$ cat config.mk
export PLATFORM = sky130hd
export DESIGN_NAME = down_timer
export DESIGN_NICKNAME = d
export VERILOG_FILES = /design/src/rtl/down_timer_pkg.sv /design/src/rtl/down_timer.sv
export SDC_FILE = /design/constraint.sdc
export NUM_CORES = 1
export LEC_CHECK = 0
export ABC_AREA = 1
export CORE_MARGIN = 8
export CORE_UTILIZATION = 40
export DETAILED_ROUTE_END_ITERATION = 7
export PLACE_DENSITY = 0.77
export SETUP_SLACK_MARGIN = 0.05
export SYNTH_ARGS = -nofsm -noshare
export SYNTH_HDL_FRONTEND = slang
export SYNTH_SLANG_ARGS = --single-unit
$ cat constraint.sdc
create_clock -name clk -period 4.1 [get_ports clk]
set_input_delay 0.82 -clock clk [delete_from_list [all_inputs] [get_ports clk]]
set_output_delay 0.82 -clock clk [all_outputs]
set_load 0.05 [all_outputs]
$ cat src/rtl/down_timer_pkg.sv
// Shared types for down_timer: the timer state enum and its 2-bit encodings.
package down_timer_pkg;

   localparam logic [1:0] ST_IDLE   = 2'b00;
   localparam logic [1:0] ST_RUN    = 2'b01;
   localparam logic [1:0] ST_PAUSED = 2'b10;

   typedef enum logic [1:0] {
      IDLE   = ST_IDLE,
      RUN    = ST_RUN,
      PAUSED = ST_PAUSED
   } timer_state_e;

endpackage

$ cat src/rtl/down_timer.sv
// Loadable down-counting timer with start/pause/abort and a one-cycle expiry pulse.
// Define DOWN_TIMER_AUTORELOAD_EN for periodic operation (reload on expiry, stay in RUN).
module down_timer
   import down_timer_pkg::*;
#(
   parameter int WIDTH = 8
) (
   input  logic             clk,
   input  logic             rst_n,
   input  logic             load_valid,
   output logic             load_ready,
   input  logic [WIDTH-1:0] load_value,
   input  logic             start,
   input  logic             pause,
   input  logic             abort,
   output logic [WIDTH-1:0] count,
   output logic             busy,
   output logic             expire
);

   timer_state_e     state;
   logic             load_fire;
   logic [WIDTH-1:0] start_count;

   assign load_ready  = (state == IDLE);
   assign busy        = (state != IDLE);
   assign load_fire   = load_valid && load_ready;
   // A start coinciding with a load sees the value being loaded.
   assign start_count = load_fire ? load_value : count;

`ifdef DOWN_TIMER_AUTORELOAD_EN
   logic [WIDTH-1:0] reload;

   always_ff @(posedge clk or negedge rst_n) begin
      if (!rst_n) begin
         reload <= '0;
      end else if (load_fire && !abort) begin
         reload <= load_value;
      end
   end
`endif

   always_ff @(posedge clk or negedge rst_n) begin
      if (!rst_n) begin
         state  <= IDLE;
         count  <= '0;
         expire <= 1'b0;
      end else begin
         // NOTE: non-blocking throughout, so every branch reads the pre-edge count/state.
         expire <= 1'b0;
         if (abort) begin
            state <= IDLE;
            count <= '0;
         end else begin
            case (state)
               IDLE: begin
                  if (load_fire) count <= load_value;
                  if (start) begin
                     if (start_count == '0) expire <= 1'b1;
                     else                   state  <= RUN;
                  end
               end
               RUN, PAUSED: begin
                  if (pause) begin
                     state <= PAUSED;
                  end else begin
                     state <= RUN;
                     if (count == WIDTH'(1)) begin
                        expire <= 1'b1;
`ifdef DOWN_TIMER_AUTORELOAD_EN
                        count  <= reload;
`else
                        count  <= '0;
                        state  <= IDLE;
`endif
                     end else begin
                        count <= count - WIDTH'(1);
                     end
                  end
               end
               default: begin
                  state <= IDLE;
                  count <= '0;
               end
            endcase
         end
      end
   end

endmodule

After elaboration in Yosys (flattened, before gate mapping):

Cells that the tools add are included.

* bits in writable memories: 0
* input bits: 14
* memory bits (read-only): 0
* output and inout port bits: 11
* bits in latches: 0
* memories kept: 0
* register bits: 11

* div/mod/pow operators: 0
* equality and inequality tests: 6
* magnitude comparators: 0
* $add $sub $neg: 1
* bitwise gates (word level): 0
* shift operators: 0
* multiplexer cells: 17
* reductions and logical operators: 6
* multipliers: 0

Operators by type and width (number)
* $mux W8: 4
* $pmux W8 S2: 1
* $eq A8 B1 Y1 const B: 1
* $logic_not A8 Y1: 1
* $mux W2: 4
* $sub A8 B1 Y8 const B: 1
* $mux W1: 6
* $ne A3 B3 Y1 const B: 2
* $pmux W2 S2: 1
* $ne A3 B1 Y1 const B: 1
* $eq A2 B1 Y1 const B: 1
* $eq A2 B2 Y1 const B: 1
* $logic_not A2 Y1: 1
* $pmux W1 S2: 1
* $reduce_and A2 Y1: 1
* $reduce_bool A2 Y1: 1
* $reduce_or A2 Y1: 1
* $logic_and A1 B1 Y1: 1

Longest topological paths before layout:

Gate-level depths: netlist (run 1).

* depth in word-level cells: 8
* mapped depth: 12

Worst setup path after synthesis (run 1):

OpenSTA, ideal clock, no wires.

* kind: register -> output
* start point: reg state[0]
* end point: out busy
* arrival: 1409 ps
* path slack: 1871 ps
* buffers on the path: 2
* required time: 3280 ps
* cell stages (with the launch flop): 6
* cell sequence: dfrtp_1 -> inv_1 -> ha_1 -> buf_6 -> inv_1 -> buf_2

* longest elaborated chain between the ends: 1

RTL lines
* start, declared: line down_timer.sv:21 `timer_state_e state;`
* start signal, assigned: line down_timer.sv:45 `state <= IDLE;`
* start signal, assigned: line down_timer.sv:52 `state <= IDLE;`
* start signal, assigned: line down_timer.sv:60 `else state <= RUN;`
* $reduce_bool A2 Y1: line down_timer.sv:26 `assign busy = (state != IDLE);`
* end, declared: line down_timer.sv:17 `output logic busy,`

Every way passes these cells.

Final worst setup path (run 1):

* start point: reg state[1]
* end point: out busy

Same word-level chain as after synthesis.

==> implementation parameters, run 1 <==
Parameter                              Value

Worst setup path
  R2R depth ... 6
  End of the worst register-to-register path ... state[1]
  Endpoint arrival time on the critical path ... 2250 ps
  Worst Path Max Fanout ... 12
  Required arrival time at the worst endpoint ... 3280 ps
  Critical Path Sink Type ... output port
  Reg-to-reg startpoint ... state[1]
  Critical path class ... flip-flop to output port
  Reg-to-reg setup timing slack ... 2220 ps
  Startpoint of the worst setup timing path ... state[1]
  Worst Setup Start Kind ... flip-flop

Min path
  Path class of the lowest-slack min-delay path ... flip-flop to flip-flop
  Worst hold path depth ... 2
  Hold path start ... state[0]
  Hold endpoint ... state[0]

GRT
  Via count of the first global-routing pass ... 1019
  All-layer global routing usage ... 12.21%
  Maximum number of pins on one net before global-route repair ... 13
  Antenna violations before repair ... 0
  Global-route wire length before repair ... 4278 µm
  Residual overflow from global routing ... 0

Outcome
  Run status ... finished, final reports clean

Power
  Pwr per Cell Area ... 704.5 nW/µm²
  Static leakage ... 0.6439 nW
  VDD IR max ... 411.8 µV

Timing
  Period Utilization, post-route ... 74.94%
  Worst slew pin tran ... 519.0 ps
  Final TNS setup ... 0 ps
  Max frequency ... 325.5 MHz
  Number of hold violations in the final report ... 0
  Post-route worst setup slack ... 1027 ps
  Final-report setup violation count ... 0
  Smallest hold slack ... 544.3 ps
  Rel. slew slack ... 65.29%
  Unrepaired setup endpoints after global routing ... no
  Final count of pins violating max slew ... 0
  Final worst path period need ... 3073 ps
  Setup Skew ... 5.221 ps

Drt
  WL/cell ... 11.81 µm
  Initial drt markers ... 32
  Final Routed Wirelength ... 2503 µm
  Via count of the routed design ... 1036
  Mean number of vias per cell ... 4.887
  DR DRC count ... 0
  Remaining number of nets flagged by the antenna check after routing ... 0
  Total iterations of the first detailed-routing run ... 5

Die
  Die H ... 65.55 µm
  Row Count ... 18
  Placeable core region ... 2410 µm²
  I/O Pins ... 25
  Area of the die ... 4297 µm²
  Effective utilization at floorplan ... 40.76%
  Die X ... 65.55 µm

CTS
  Cts bufs inserted ... 3
  Post-CTS setup buffer count ... 0
  Clock-pin transition on the worst setup and hold timing paths ... 60 ps
  Clock tree from TritonCTS ... built
  Number of H-tree levels ... 1
  Post-CTS resize count ... 0
  TritonCTS Sinks ... 11
  Number of buffers inserted by hold repair at cts ... 0
  Clock tree buffer depth ... 2
  Buffer type at the clock tree root ... sky130_fd_sc_hd__clkbuf_4
  Clk_lat worst skew ... 260 ps

Cells and area
  Total non-filler cell area in the finished layout ... 1259 µm²
  Post-Route Utilization ... 52.23%
  P&R area growth vs syn ... 28.15%
  Count of nets after finishing ... 201
  Proportion of layout cells with a drive suffix above 1 ... 5.495%
  N_diodes ... 0
  Fillcell total ... 243

Synthesis
  Nets in the synthesized netlist ... 175
  Most area-consuming cells after synthesis ... sky130_fd_sc_hd__dfrtp_1 28%, sky130_fd_sc_hd__nand2_1 22%, sky130_fd_sc_hd__nand3_1 9.7%, sky130_fd_sc_hd__inv_1 8.8%, sky130_fd_sc_hd__o21ai_0 6.1%
  Yosys top cell by area ... sky130_fd_sc_hd__dfrtp_1
  Post-synthesis instance total ... 157
  Sequential fraction of the synthesis area ... 28.03%
  Most common cell in the synthesized netlist ... sky130_fd_sc_hd__nand2_1
  Fraction of post-synthesis cell area in the top cell type by area ... 28.03%
  Post-synth top cells ... 58 x sky130_fd_sc_hd__nand2_1, 23 x sky130_fd_sc_hd__inv_1, 19 x sky130_fd_sc_hd__nand3_1
  Netlist cell types ... 20
  Async set or reset register ratio after synthesis ... 100.0%
  Synthesized area divided by synthesized cell count ... 6.256 µm²
  Post-synth EDFFs ... 0
  Register bit total from synthesis ... 11
  Post-synth design cell area ... 982.2 µm²
  Count of warnings emitted by yosys ... 0
  Most used flip-flop cell after synthesis ... sky130_fd_sc_hd__dfrtp_1

Run
  Number of max-cap violations ... 0

Placement
  Worst slack, placed ... 1325 ps
  I/O Buffers ... 24
  HPWL Detailed ... 2055 µm
  Cell area after placement ... 1232 µm²
  Routability congestion estimate from global placement ... 0.9010
[stage by stage]
step | total power [mW] | std cells
6_report | 0.8868 | 212
3_3_place_gp | 0.7980 | 208
2_1_floorplan | 0.6594 | 157
3_5_place_dp | 0.8107 | 208
5_1_grt | 0.9716 | 212
4_1_cts | 0.8871 | 212
[where the power goes]
group | switching [mW] | internal (mW)
registers | 0.0317 | 0.140
logic | 0.433 | 0.211
clock network | 0.0337 | 0.0376
total | 0.499 | 0.388
[layout make-up]
type                    count  area, µm²  share of cell area, %
repair buffers             24      240.2                  19.09
multi-input cells         120      593.1                  47.12
flip-flops and latches     11      275.3                  21.87
clock buffers               4      26.28                  2.087
inverters                  23      86.33                  6.859
well taps                  30      37.54                  2.982
[cells by family (layout without fill, tap and decap cells)]
| family | after synthesis | in the layout | synth area share, % |
|---|---|---|---|
| fa+ha+maj | 4 | 4 | 5.096 |
| xor+xnor | 3 | 3 | 2.676 |
| buf+inv | 26 | 51 | 11.59 |
| simple gates | 97 | 97 | 43.95 |
| flops | 11 | 11 | 28.03 |
| compound gates | 16 | 16 | 8.663 |
[sequential cells by signal (all words and copies together) (netlist names)]
signal / cells
count: 8
expire: 1
state: 2
[critical path, stage by stage (launching register included)]
cell,delay [ps]
sky130_fd_sc_hd__dfrtp_1,400
sky130_fd_sc_hd__inv_1,80
sky130_fd_sc_hd__ha_1,450
sky130_fd_sc_hd__inv_1,290
sky130_fd_sc_hd__clkdlybuf4s50_1,770
[metal layers]
| metal | vias to the layer above | part of all wire [%] | track usage (%) |
|---|---|---|---|
| met4 | 0 | 3.2 | 7.084 |
| met1 | 451 | 44 | 14.46 |
| met5 | - | 0 | 0 |
| li1 | 542 | - | - |
| met2 | 35 | 46 | 20.05 |
| met3 | 8 | 6.4 | 2.381 |
[worst max path at each step]
stage                       to  cells past startpoint
after floorplan           busy                      5
after global placement    busy                      4
after detailed placement  busy                      4
after CTS                 busy                      4
after global routing      busy                      4
final                     busy                      4
[cell usage in the layout, fill, tap and decap left out]
cell type,n
sky130_fd_sc_hd__nand2_8,1
sky130_fd_sc_hd__nor2_2,4
sky130_fd_sc_hd__nand4_1,1
sky130_fd_sc_hd__ha_1,4
sky130_fd_sc_hd__clkdlybuf4s50_1,24
sky130_fd_sc_hd__o21ai_0,12
sky130_fd_sc_hd__nor2_1,10
sky130_fd_sc_hd__xor2_1,3
sky130_fd_sc_hd__o21ai_2,1
sky130_fd_sc_hd__or3_1,1
sky130_fd_sc_hd__dfrtp_1,11
sky130_fd_sc_hd__inv_1,23
sky130_fd_sc_hd__or2_1,1
sky130_fd_sc_hd__nand3b_1,1
sky130_fd_sc_hd__o22ai_1,1
sky130_fd_sc_hd__nor3_2,1
sky130_fd_sc_hd__nand2_1,58
sky130_fd_sc_hd__nand3_1,19
sky130_fd_sc_hd__a21oi_1,2
sky130_fd_sc_hd__clkbuf_4,3
sky130_fd_sc_hd__clkbuf_1,1
Power figures use the tool's default switching activity.
==> run 2, diff against run 1 <==
==> constraint.sdc (replaced) <==
create_clock -name clk -period 3.1 [get_ports clk]
set_input_delay 0.62 -clock clk [delete_from_list [all_inputs] [get_ports clk]]
set_output_delay 0.62 -clock clk [all_outputs]
set_load 0.05 [all_outputs]
==> run 2 against run 1 <==
Against the previous run:
- worst hold slack improved by 8.5 ps
- utilization rose by 0.62 points
- combinational power up 35%
- sequential cell count stayed put
- sequential share of layout area down 0.26 points
- via count about the same
- clock-buffer cell count did not move
- largest cell class unchanged
- sequential power grew 35%
- total power up 35%
- non-clock buffer count grew 2
==> implementation parameters, run 2 (same netlist as run 1, synthesis figures left out) <==
Parameter                              Value

Die
  Row Count ... 18 (unchanged)
  Placeable core region ... 2410 µm² (unchanged)
  Area of the die ... 4297 µm² (unchanged)
  Die X ... 65.55 µm (unchanged)
  Die H ... 65.55 µm (unchanged)
  Effective utilization at floorplan ... 40.76% (unchanged)
  I/O Pins ... 25 (unchanged)

Drt
  Via count of the routed design ... 1035 (-0.097%)
  DR DRC count ... 0 (unchanged)
  Initial drt markers ... 33 (+3.1%)
  Mean number of vias per cell ... 4.836 (-1.0%)
  WL/cell ... 12.27 µm (+3.9%)
  Total iterations of the first detailed-routing run ... 4 (-1)
  Remaining number of nets flagged by the antenna check after routing ... 0 (unchanged)
  Final Routed Wirelength ... 2625 µm (+4.9%)

Power
  Sw frac ... 55.83% (-0.41 points)
  Power dissipated by switching net loads ... 0.6700 mW (+34%)
  Pwr per Cell Area ... 942.0 nW/µm² (+34%)
  VDD IR max ... 562.6 µV (+37%)
  Static leakage ... 0.6535 nW (+1.5%)
  Proportion of power drawn by flip-flops and latches ... 19.1% (-0.2 points)
  Clock share of power ... 8.2% (+0.2 points)
  Cell internal power dissipation ... 0.5299 mW (+37%)
  Post-layout total power ... 1.200 mW (+35%)
  Combinational fraction of design power ... 72.7% (about the same)

Timing
  Worst slew pin tran ... 529.6 ps (+10.56 ps)
  Final-report setup violation count ... 0 (unchanged)
  Period Utilization, post-route ... 84.31%
  Setup Skew ... 10.12 ps (+4.896 ps)
  Unrepaired setup endpoints after global routing ... no
  Number of hold violations in the final report ... 0 (unchanged)
  Final count of pins violating max slew ... 0 (unchanged)
  Post-route worst setup slack ... 486.3 ps (-541.1 ps)
  Rel. slew slack ... 64.58% (-0.71 points)
  Final TNS setup ... 0 ps (unchanged)
  Final worst path period need ... 2614 ps
  Max frequency ... 382.6 MHz

CTS
  TritonCTS Sinks ... 11 (unchanged)
  Post-CTS setup buffer count ... 0 (unchanged)
  Number of H-tree levels ... 1 (unchanged)
  Clk_lat worst skew ... 270 ps (about the same)
  Cts bufs inserted ... 3 (unchanged)
  Number of buffers inserted by hold repair at cts ... 0 (unchanged)
  Clock tree from TritonCTS ... built
  Clock tree buffer depth ... 2 (unchanged)
  Buffer type at the clock tree root ... sky130_fd_sc_hd__clkbuf_4
  Post-CTS resize count ... 0 (unchanged)
  Clock-pin transition on the worst setup and hold timing paths ... 80 ps (+20 ps)

Worst setup path
  R2R depth ... 8 (+2)
  Critical Path Sink Type ... output port
  Critical path class ... flip-flop to output port
  Worst Path Max Fanout ... 10 (-2)
  Worst Setup Start Kind ... flip-flop
  End of the worst register-to-register path ... state[1]
  Reg-to-reg startpoint ... state[1]
  Timing endpoint of the critical path ... busy
  Endpoint arrival time on the critical path ... 1990 ps (-260 ps)
  Reg-to-reg setup timing slack ... 1400 ps (-820 ps)
  Required arrival time at the worst endpoint ... 2480 ps (-800 ps)
  Startpoint of the worst setup timing path ... state[1]

GRT
  Antenna violations before repair ... 0 (unchanged)
  Global-route wire length before repair ... 4478 µm (+4.7%)
  Via count of the first global-routing pass ... 1007 (-1.2%)
  Residual overflow from global routing ... 0 (unchanged)
  Maximum number of pins on one net before global-route repair ... 12 (-1)
  All-layer global routing usage ... 12.84% (+0.63 points)

Cells and area
  Max FFs per register ... 8 (unchanged)
  Count of nets after finishing ... 203 (+1.0%)
  Fillcell total ... 253 (+4.1%)
  Register containing the most flip-flops in the final layout ... count
  N_diodes ... 0 (unchanged)
  Most frequent cells in the layout ... 58 x sky130_fd_sc_hd__nand2_1, 24 x sky130_fd_sc_hd__clkdlybuf4s50_1, 23 x sky130_fd_sc_hd__inv_1
  Biggest registers after layout ... count (8), state (2), expire (1)
  Multi-input combinational cell area ... 593.1 µm² (unchanged)
  Proportion of layout cells with a drive suffix above 1 ... 6.522% (+1.0 points)
  Most common cell after layout, fill and taps aside ... sky130_fd_sc_hd__nand2_1
  Total non-filler cell area in the finished layout ... 1274 µm² (+1.2%)
  Combined flip-flop and latch cell area ... 275.3 µm² (unchanged)
  P&R area growth vs syn ... 29.68%

Placement
  I/O Buffers ... 24 (unchanged)
  Worst slack, placed ... 784.0 ps (-540.9 ps)
  Cell area after placement ... 1247 µm² (+1.2%)
  HPWL Detailed ... 2106 µm (+2.5%)
  Routability congestion estimate from global placement ... 0.9306 (+3.3%)

Outcome
  Run status ... finished, final reports clean

Run
  Number of max-cap violations ... 0 (unchanged)

Min path
  Path class of the lowest-slack min-delay path ... flip-flop to flip-flop
[run 2: worst min path at each step]
stage / from / end / slack [ps] / cells after the start
3_5_place_dp: state[0] / state[0] / 540 / 2
5_1_grt: state[0] / state[0] / 600 / 2
4_1_cts: state[0] / state[0] / 550 / 2
3_3_place_gp: state[1] / state[1] / 510 / 2
2_1_floorplan: rst_n / count[0] / 320 / 0
6_report: state[0] / state[0] / 550 / 2
[run 2: final cells by class]
| type | instances | share of cell area [%] |
|---|---|---|
| clock buffers | 4 | 2.063 |
| inverters | 23 | 6.778 |
| multi-input cells | 120 | 46.56 |
| flip-flops and latches | 11 | 21.61 |
| well taps | 30 | 2.947 |
| repair buffers | 26 | 20.04 |
[run 2: per-layer routing]
layer | part of all wire [%] | wire length, µm | track usage (%) | vias up
met5 | 0 | 0 | 0 | -
met4 | 0.88 | 23 | 5.722 | 0
met3 | 5.9 | 155 | 2.721 | 2
met2 | 47 | 1224 | 21.40 | 33
met1 | 47 | 1222 | 15.45 | 455
li1 | - | - | - | 545
[run 2: critical path: stages (launching register included)]
cell,delay [ps]
sky130_fd_sc_hd__dfrtp_1,390
sky130_fd_sc_hd__inv_1,60
sky130_fd_sc_hd__ha_1,190
sky130_fd_sc_hd__buf_4,180
sky130_fd_sc_hd__inv_1,80
sky130_fd_sc_hd__clkdlybuf4s50_1,810
[run 2: power by group through the flow]
stage,clock network [mW],logic (mW),registers (mW)
final,0.0985,0.872,0.230
after global routing,0.108,0.974,0.234
after CTS,0.104,0.871,0.229
after floorplan,0,0.547,0.326
after global placement,0,0.851,0.226
after detailed placement,0,0.867,0.231
[run 2: per-stage QoR]
step,utilization (%),hold slack [ps],cells
global route,52.86,595.2,214
floorplan,-,324.4,157
finish,52.86,552.9,214
detailed placement,51.77,537.3,210
CTS,52.86,552.4,214
global placement,51.77,511.5,210
